[src/rtl/stopwatch_counter.sv]
// MM:SS stopwatch core: prescaler, run/pause/adjust FSM and 4-digit BCD count.
// Optional BLINK_EN macro adds the adjust-mode blink phase driving blink_mask.
module stopwatch_counter #(
  parameter int TICK_DIV = 100_000_000
) (
  input  logic        clk,
  input  logic        rst,
  input  logic        pause_p,
  input  logic        adj,
  input  logic        sel,
  output logic [15:0] bcd_out,
  output logic [3:0]  blink_mask,
  output logic [1:0]  state_out
);
  localparam int CW = $clog2(TICK_DIV);

  typedef enum logic [1:0] {PAUSED = 2'b00, RUN = 2'b01, ADJUST = 2'b10} state_t;

  state_t        state_q, state_d;
  logic [CW-1:0] cnt_q, cnt_d;
  logic [3:0]    sec_ones_q, sec_ones_d, sec_tens_q, sec_tens_d;
  logic [3:0]    min_ones_q, min_ones_d, min_tens_q, min_tens_d;
  logic          tick_1hz, tick_2hz;
  logic          run_step, inc_sec, inc_min, sec_wrap;

  assign tick_1hz = (cnt_q == CW'(TICK_DIV - 1));
  assign tick_2hz = tick_1hz || (cnt_q == CW'(TICK_DIV / 2 - 1));

  always_comb begin
    cnt_d = tick_1hz ? '0 : cnt_q + CW'(1);
  end

  always_comb begin
    state_d = state_q;
    if (adj) begin
      state_d = ADJUST;
    end else begin
      case (state_q)
        ADJUST:  state_d = PAUSED;
        PAUSED:  if (pause_p) state_d = RUN;
        RUN:     if (pause_p) state_d = PAUSED;
        default: state_d = PAUSED;
      endcase
    end
  end

  // Ticks act on the current state; a simultaneous state change lands next cycle.
  always_comb begin
    sec_ones_d = sec_ones_q;
    sec_tens_d = sec_tens_q;
    min_ones_d = min_ones_q;
    min_tens_d = min_tens_q;
    sec_wrap   = 1'b0;
    run_step   = (state_q == RUN) && tick_1hz;
    inc_sec    = run_step || ((state_q == ADJUST) && tick_2hz && sel);

    if (inc_sec) begin
      if (sec_ones_q == 4'd9) begin
        sec_ones_d = 4'd0;
        if (sec_tens_q == 4'd5) begin
          sec_tens_d = 4'd0;
          sec_wrap   = 1'b1;
        end else begin
          sec_tens_d = sec_tens_q + 4'd1;
        end
      end else begin
        sec_ones_d = sec_ones_q + 4'd1;
      end
    end

    inc_min = (run_step && sec_wrap) || ((state_q == ADJUST) && tick_2hz && !sel);
    if (inc_min) begin
      if (min_ones_q == 4'd9) begin
        min_ones_d = 4'd0;
        min_tens_d = (min_tens_q == 4'd5) ? 4'd0 : min_tens_q + 4'd1;
      end else begin
        min_ones_d = min_ones_q + 4'd1;
      end
    end
  end

  always_ff @(posedge clk or posedge rst) begin
    if (rst) begin
      state_q    <= PAUSED;
      cnt_q      <= '0;
      sec_ones_q <= 4'd0;
      sec_tens_q <= 4'd0;
      min_ones_q <= 4'd0;
      min_tens_q <= 4'd0;
    end else begin
      state_q    <= state_d;
      cnt_q      <= cnt_d;
      sec_ones_q <= sec_ones_d;
      sec_tens_q <= sec_tens_d;
      min_ones_q <= min_ones_d;
      min_tens_q <= min_tens_d;
    end
  end

  assign bcd_out   = {min_tens_q, min_ones_q, sec_tens_q, sec_ones_q};
  assign state_out = state_q;

`ifdef BLINK_EN
  logic       phase_q, phase_d;
  logic [3:0] mask_q, mask_d;

  // Phase is held at 0 outside ADJUST so every entry starts unblanked.
  always_comb begin
    phase_d = phase_q;
    if (state_d != ADJUST || state_q != ADJUST) begin
      phase_d = 1'b0;
    end else if (tick_2hz) begin
      phase_d = ~phase_q;
    end
    mask_d = phase_d ? (sel ? 4'b0011 : 4'b1100) : 4'b0000;
  end

  always_ff @(posedge clk or posedge rst) begin
    if (rst) begin
      phase_q <= 1'b0;
      mask_q  <= 4'b0000;
    end else begin
      phase_q <= phase_d;
      mask_q  <= mask_d;
    end
  end

  assign blink_mask = mask_q;
`else
  assign blink_mask = 4'b0000;
`endif

endmodule

[config.mk]
export PLATFORM = sky130hd
export DESIGN_NAME = stopwatch_counter
export DESIGN_NICKNAME = d
export VERILOG_FILES = /design/src/rtl/stopwatch_counter.sv
export SDC_FILE = /design/constraint.sdc
export NUM_CORES = 1
export LEC_CHECK = 0
export ABC_AREA = 0
export CORE_AREA = 5 5 79 89
export DETAILED_ROUTE_END_ITERATION = 8
export DIE_AREA = 0 0 84 94
export RECOVER_POWER = 25
export SYNTH_ARGS = -nofsm -noshare
export SYNTH_HDL_FRONTEND = slang
export SYNTH_SLANG_ARGS = --single-unit
[constraint.sdc]
create_clock -name clk -period 3.54 [get_ports clk]
set_input_delay 0.531 -clock clk [delete_from_list [all_inputs] [get_ports clk]]
set_output_delay 0.531 -clock clk [all_outputs]
set_load 0.02 [all_outputs]
==> run metrics, run 1 <==
status=finished, final reports clean; Worst Path Required=3.78 ns; number of port buffers=22; GPL Wtd Cong=0.814; Post-DP HPWL=3.12 mm; core footprint=6010 um2; fin. max-slew vios=0; count leader, synth=dfrtp_1; top cells by count, synth=45 x dfrtp_1, 23 x nor2_1, 18 x xnor2_1; endpoints failing hold=0; Final Cycle Share=0.801; Die Ht=94 um; Async SR Flop Fraction=1.00; 1st-iter DRT viols=40; vias in the first global route=1,606; slew margin rel.=0.415; CTS resizes=0; Pwr Density=roughly 330 nW/um2; clk_lat worst skew=0.29 ns; post-CTS setup buffers=0; Final setup viols=0; sequential area share after synthesis=0.496; Clock Skew=0.00641 ns; initial antenna violation count=0; drt total wl=4.32 mm; DR WL/cell=13.2 um; post-route ant nets=0; cell area after synthesis=2270 um2; Post-CTS Hold Fix Bufs=0; top post-synthesis cells by area=dfrtp_1 50%, xnor2_1 6.9%, xor2_1 5.8%, nor2_1 3.8%, nand3_1 3.7%; first-pass GRT wire length=7.54 mm; Synth-to-Final Area Change=18.2%; Synth cell types=45; H-tree depth=2; Fmax=353 MHz; first-pass iteration count of the detailed router=5; worst vdd ir=157 uV; Slew @ Worst Pin=between 0.8 and 0.9 ns; Die ar.=7900 um2; register bit total from synthesis=45; clk slew on worst S/H paths=around 0.080 ns; Vias/cell=5.02; n_diodes=0; Via Count=1,641; TritonCTS Sinks=45; class of the worst hold path=flop to flop; EDFF count, synth=0; max-cap violation count=0; multi-input logic area=1110 um2; FP Rows=30; Worst EP arrival=3.08 ns; drt drc=0; CP endpoint kind=flop; cell taking the most area after synthesis=dfrtp_1; top_reg_cell synth=dfrtp_1; pin count of the biggest net entering global routing=24; GRT Overall Usage=0.117; RSZ-0062 raised after global routing=false; Avg Synthesized Cell Area=about 10 um2; total grt overflow=0; startpoint types=flop; top-area cell type share of the netlist area=0.496; Crit Path Category=flop to flop; initial core utilization=0.378; io pins=27; share of cells above drive strength 1=0.0931; P_leak=approximately 1.1 nW; Filler Cells Inserted=599; Final Total Pwr=between 0.8 and 0.9 mW; clock tree buffer depth=2; FF+latch area=1130 um2; Syn. warnings=0; setup TNS=0 ns; CTS Root Buffer Type=clkbuf_8; Layout Nets=252; Period minus WS final=between 2 and 3 ns; TritonCTS clock tree=built; TritonCTS Buffers=5; critical path fanouts, max=9; Die W=84 um; cells after synthesis=220
[placed cells by master (no fill, tap or decap), types with 3 or more instances in the layout]
cell             instances
conb_1                   4
inv_1                    5
nand3_1                 17
nor2b_1                  4
mux2_2                   3
nand4_1                 13
nand2b_1                 3
nor2_1                  23
xor2_1                  15
and3_1                   3
xnor2_1                 18
nor4_1                   3
dfrtp_1                 45
nor3_1                   6
clkdlybuf4s50_1         20
nand2_1                 15
clkbuf_8                 7
o21ai_0                  3
[layer usage]
metal | up-vias | share of wire | GRT usage
met3 | 7 | 0.040 | 0.0298
li1 | 828 | - | -
met2 | 30 | 0.46 | 0.192
met4 | 0 | 0.016 | 0.0456
met5 | - | 0 | 0
met1 | 776 | 0.48 | 0.148
[worst max-delay path: stages (launching register included)]
cell	delay (ns)
dfrtp_1	0.45
or4_1	0.51
or4_1	0.55
or2_4	0.27
o32a_4	0.42
or4b_1	0.50
nand2_1	0.08
[registers in the layout (all words and copies together), names as in the netlist]
signal and cells:
sec_ones_q 4, sec_tens_q 4, state_out 2, min_tens_q 4, min_ones_q 4, cnt_q 27
[worst paths after layout]
check | start | endpoint | slack [ns] | depth (start not counted)
min | cnt_q[0] | cnt_q[0] | 0.49 | 1
max reg2reg | cnt_q[9] | min_tens_q[2] | 0.70 | 6
min in group asynchronous | rst | cnt_q[7] | 0.73 | 2
min reg2reg | cnt_q[0] | cnt_q[0] | 0.49 | 1
max | cnt_q[9] | min_tens_q[2] | 0.70 | 6
max in group asynchronous | rst | cnt_q[25] | 2.09 | 3
[cell type report]
type / count / area share
Sequential cell: 45 / 0.419
Multi-Input combinational cell: 165 / 0.413
Timing Repair Buffer: 23 / 0.0848
Tap cell: 80 / 0.0373
Clock buffer: 7 / 0.0359
Inverter: 6 / 0.00838
Clock inverter: 1 / 0.00186
[report_power, final]
part           switching [mW]  internal (mW)
Combinational          0.0188        0.00856
Clock                   0.168          0.176
Sequential            0.00174          0.515
Total                   0.189          0.700
[cells by family (layout without fill, tap and decap cells)]
| group | after synthesis | count (layout) | synth area share |
|---|---|---|---|
| simple gates | 107 | 107 | 0.260 |
| flops | 45 | 45 | 0.496 |
| xor+xnor | 33 | 33 | 0.127 |
| compound gates | 16 | 16 | 0.0622 |
| buf+inv | 13 | 37 | 0.0281 |
| mux | 4 | 4 | 0.0193 |
| fa+ha+maj | 1 | 1 | 0.00551 |
| other cells | 1 | 4 | 0.00165 |
[through the flow]
step            util  cells  hold slack (ns)  instance area, um2  setup WS [ns]
2_1_floorplan      -    223            0.455                2280          0.815
3_3_place_gp   0.430    319            0.476                2580          0.766
3_5_place_dp   0.430    319            0.482                2580          0.718
4_1_cts        0.447    327            0.493                2690          0.698
5_1_grt        0.447    327            0.529                2690          0.606
6_report       0.447    327            0.491                2690          0.703
Power figures use the tool's default switching activity.
==> inputs of run 2 (changes only) <==
Clock period 3.54 ns to 2.9 ns, I/O delays scaled along.
==> run metrics, run 2 (same netlist as run 1, synthesis figures left out) <==
status=finished, final reports clean; class of the worst hold path=flop to flop; cell mode on critical path=or4_1; slew margin rel.=0.462; Vias/cell=5.02; cell depth of the worst flop-to-flop path=6; drt drc=0; Gate power share=0.027; Worst EP arrival=3.00 ns; Die Ht=94 um; startpoint types=flop; Top reg by flops=cnt_q; GRT Overall Usage=0.116; GPL Wtd Cong=~0.8; max-cap violation count=0; clk_lat worst skew=0.30 ns; Critical R2R Capture=min_tens_q[2]; total grt overflow=0; TritonCTS Buffers=5; TritonCTS Sinks=45; delay-heaviest family, CP=simple AND/OR/NAND/NOR gates; RSZ-0062 raised after global routing=false; 1st-iter DRT viols=43; clock tree buffer depth=2; post-route ant nets=0; TritonCTS clock tree=built; Slew @ Worst Pin=0.807 ns; Final Cycle Share=0.952; Hold Path Cell Cnt=1; CTS Root Buffer Type=clkbuf_8; Layout Nets=261; sw frac=0.196; H-tree depth=2; CP cell instances=or4_1 > or4_1 > or2_4 > o32a_4 > or4b_1 > nand2_1; worst vdd ir=311 uV; R2R setup slack=approximately 0.14 ns; P_leak=1.15 nW; clock share of power=0.456; io pins=27; first-pass GRT wire length=7.49 mm; Crit Path Category=flop to flop; initial core utilization=0.378; Die W=84 um; clk slew on worst S/H paths=0.08 ns; number of buffers and inverters on the critical path=0; initial antenna violation count=0; critical path fanouts, max=9; Pwr Density=439 nW/um2; most frequent cells in the layout=45 x dfrtp_1, 23 x nor2_1, 20 x clkdlybuf4s50_1; hold_ws=0.486 ns; Clock Skew=around 0.0096 ns; share of cells above drive strength 1=0.125; max reg flops=27; Post-DP HPWL=roughly 3.2 mm; n_diodes=0; Period minus WS final=2.76 ns; pin count of the biggest net entering global routing=34; hold worst-path end=min_tens_q[0]; FF-to-FF Start=cnt_q[11]; sequential power share=0.517; cell-internal power=0.981 mW; fin. max-slew vios=0; endpoints failing hold=0; FP Rows=30; vias in the first global route=about 1,700; DR WL/cell=12.9 um; setup TNS=0 ns; core footprint=6010 um2; Fmax=362 MHz; Via Count=1,688; most common library cell in the layout ignoring fill and taps=dfrtp_1; Final setup viols=0; CP max stage delay=~0.56 ns; Worst Path Required=~3.1 ns; CP endpoint kind=flop; slowest CP cell=or4_1; Psw=roughly 0.24 mW; drt total wl=4.35 mm; Crit. Startpoint=cnt_q[11]; Worst Hold Launch=min_tens_q[0]; number of port buffers=22; Die ar.=around 7900 um2; first-pass iteration count of the detailed router=4; Synth-to-Final Area Change=22.1%
run 2: cell count changes in the layout (fill, tap and decap cells not counted), sizes merged:
cell,change
buf,+8
bufinv,+2
clkbuf,-1
run 2: how the worst max path moves through the flow:
stage	end	slack (ns)	cells past startpoint
6_report	min_tens_q[2]	0.14	6
5_1_grt	min_tens_q[2]	0.03	6
4_1_cts	min_tens_q[2]	0.06	6
3_5_place_dp	min_tens_q[2]	0.08	6
3_3_place_gp	min_tens_q[2]	0.14	6
2_1_floorplan	min_tens_q[2]	0.17	6
run 2: routing by layer:
layer  track usage  part of all wire  vias up
li1              -                 -      841
met1         0.143              0.46      806
met2         0.200              0.49       34
met3        0.0272             0.041        7
met4        0.0402             0.013        0
met5             0                 0        -
run 2: through the flow:
stage	utilization	cell area, um2	setup WS (ns)	cells	power [mW]
6_report	0.462	2780	0.138	336	1.22
5_1_grt	0.462	2780	0.0310	336	1.27
4_1_cts	0.461	2770	0.0642	335	1.24
3_5_place_dp	0.439	2640	0.0842	327	0.678
3_3_place_gp	0.439	2640	0.143	327	0.678
2_1_floorplan	-	2280	0.175	223	0.667
run 2: area by class of cell:
| type | count | area [um2] |
|---|---|---|
| fill | 582 | 3230 |
| sequential | 45 | 1130 |
| multi-input combinational | 165 | 1100 |
| timing repair buffer | 32 | 293 |
| tap | 80 | 100 |
| clock buffer | 5 | 68.8 |
| clock inverter | 3 | 65.1 |
| inverter | 6 | 22.5 |
run 2: power by group through the flow:
stage	clock network, mW	registers (mW)	logic (mW)
final	0.556	0.630	0.0327
after global placement	0	0.643	0.0349
after global routing	0.606	0.631	0.0381
after floorplan	0	0.644	0.0231
after detailed placement	0	0.643	0.0353
after CTS	0.577	0.630	0.0353
run 2: repair_timing:
action,in CTS,in global routing
hold buffers,0,0
gates resized for setup,0,0
endpoints found under the setup margin,0,1
buffers inserted,0,1
==> inputs of run 3 (changes only) <==
Settings changed: CORE_AREA 5 5 79 89 to 5 5 89 100, DIE_AREA 0 0 84 94 to 0 0 94 105.
==> run metrics, run 3 (same netlist as run 1, synthesis figures left out) <==
worst vdd ir=166 uV; Fmax=354 MHz; Filler Cells Inserted=802; most frequent cells in the layout=45 x dfrtp_1, 23 x nor2_1, 20 x clkdlybuf4s50_1; endpoints failing hold=0; RSZ-0062 raised after global routing=false; max reg flops=27; TritonCTS clock tree=built; drt total wl=4.54 mm; clk slew on worst S/H paths=around 0.090 ns; initial antenna violation count=0; Period minus WS final=2.82 ns; final worst slack=0.0752 ns; clock tree buffer depth=2; critical path fanouts, max=9; Top reg by flops=cnt_q; pre-CTS setup slack=0.0825 ns; n_diodes=0; most common library cell in the layout ignoring fill and taps=dfrtp_1; cell depth of the worst flop-to-flop path=6; Layout Nets=260; Pwr Density=413 nW/um2; pin count of the biggest net entering global routing=32; Die W=between 90 and 100 um; TritonCTS Sinks=45; Post-CTS Hold Fix Bufs=0; FP Rows=34; Clock Skew=0.0104 ns; DR WL/cell=between 10 and 15 um; CTS Root Buffer Type=clkbuf_8; Worst EP arrival=between 3 and 4 ns; slew margin rel.=0.474; fin. max-slew vios=0; Die Ht=around 110 um; class of the worst hold path=flop to flop; Via Count=1,713; Slew @ Worst Pin=0.789 ns; CP endpoint kind=flop; fin cells=363; Finished Core Util=0.360; drt drc=0; clk_lat worst skew=0.30 ns; status=finished, final reports clean; H-tree depth=2; initial core utilization=0.293; Placed Instances=353; hold_ws=0.488 ns; core footprint=7740 um2; CP max stage delay=0.55 ns; Crit Path Category=flop to flop; setup TNS=0 ns; Worst Path Required=3.14 ns; 1st-iter DRT viols=between 80 and 90; startpoint types=flop; max-cap violation count=0; Vias/cell=4.72; Final Cycle Share=0.974; Die ar.=9870 um2; P_leak=around 1.1 nW; first-pass GRT wire length=8.08 mm; slowest CP cell=or4_4; CP cell instances=or4_1 > or4_4 > or2_4 > o32a_4 > or4b_1 > nand2_1; Hold Path Cell Cnt=1; Post-DP HPWL=3.34 mm; Final setup viols=0; post-route ant nets=0; total grt overflow=0; number of port buffers=22; GRT Overall Usage=0.0993; Synth-to-Final Area Change=22.7%; TritonCTS Buffers=5; io pins=27; GPL Wtd Cong=0.834; first-pass iteration count of the detailed router=4; vias in the first global route=1,765; share of cells above drive strength 1=0.122
run 3: cell types whose count changed in the layout (fill, tap and decap cells not counted), sizes merged:
cell    before  now
clkbuf       6    8
buf          9    8
bufinv       2    1
clkinv       2    1
run 3: area by class of cell:
| cell class | count | area [um2] | area share |
|---|---|---|---|
| Sequential cell | 45 | 1130 | 0.404 |
| Clock inverter | 1 | 30.0 | 0.0108 |
| Timing Repair Buffer | 31 | 285 | 0.102 |
| Clock buffer | 7 | 86.3 | 0.0310 |
| Multi-Input combinational cell | 165 | 1100 | 0.396 |
| Inverter | 6 | 22.5 | 0.00808 |
| Tap cell | 108 | 135 | 0.0485 |
run 3: per-stage QoR:
stage	power (mW)	area, um2
3_3_place_gp	0.678	2660
6_report	1.15	2790
4_1_cts	1.17	2770
2_1_floorplan	0.667	2280
3_5_place_dp	0.678	2660
5_1_grt	1.20	2790
run 3: critical path, delay by kind of cell, from the launching register on:
family	cells	cell delay [ns]
AND/OR/NAND/NOR	5	1.93
flip-flops	1	0.42
AO/OA/AOI/OAI	1	0.42
run 3: path summary, 6_finish.rpt:
| kind | start | endpoint | slack [ns] |
|---|---|---|---|
| max in group asynchronous | rst | cnt_q[22] | 1.27 |
| min reg2reg | cnt_q[0] | cnt_q[0] | 0.49 |
| min in group asynchronous | rst | min_tens_q[3] | 0.54 |
| max | cnt_q[11] | min_tens_q[2] | 0.08 |
| min | cnt_q[0] | cnt_q[0] | 0.49 |
| max reg2reg | cnt_q[11] | min_tens_q[2] | 0.08 |
run 3: layer usage:
layer | vias up | global-route usage | part of all wire
li1 | 839 | - | -
met1 | 834 | 0.123 | 0.45
met2 | 34 | 0.165 | 0.50
met3 | 6 | 0.0295 | 0.046
met4 | 0 | 0.0310 | 0.0097
met5 | - | 0 | 0
run 3: power breakdown:
group	switching [mW]	internal [mW]	total (mW)
logic	0.0228	0.00999	0.0328
registers	0.00235	0.628	0.631
clock network	0.208	0.281	0.489
run 3: repair_timing:
action / 4_1_cts / 5_1_grt
setup buffers: 0 / 2
gates resized for setup: 0 / 1
setup endpoints to repair: 0 / 1
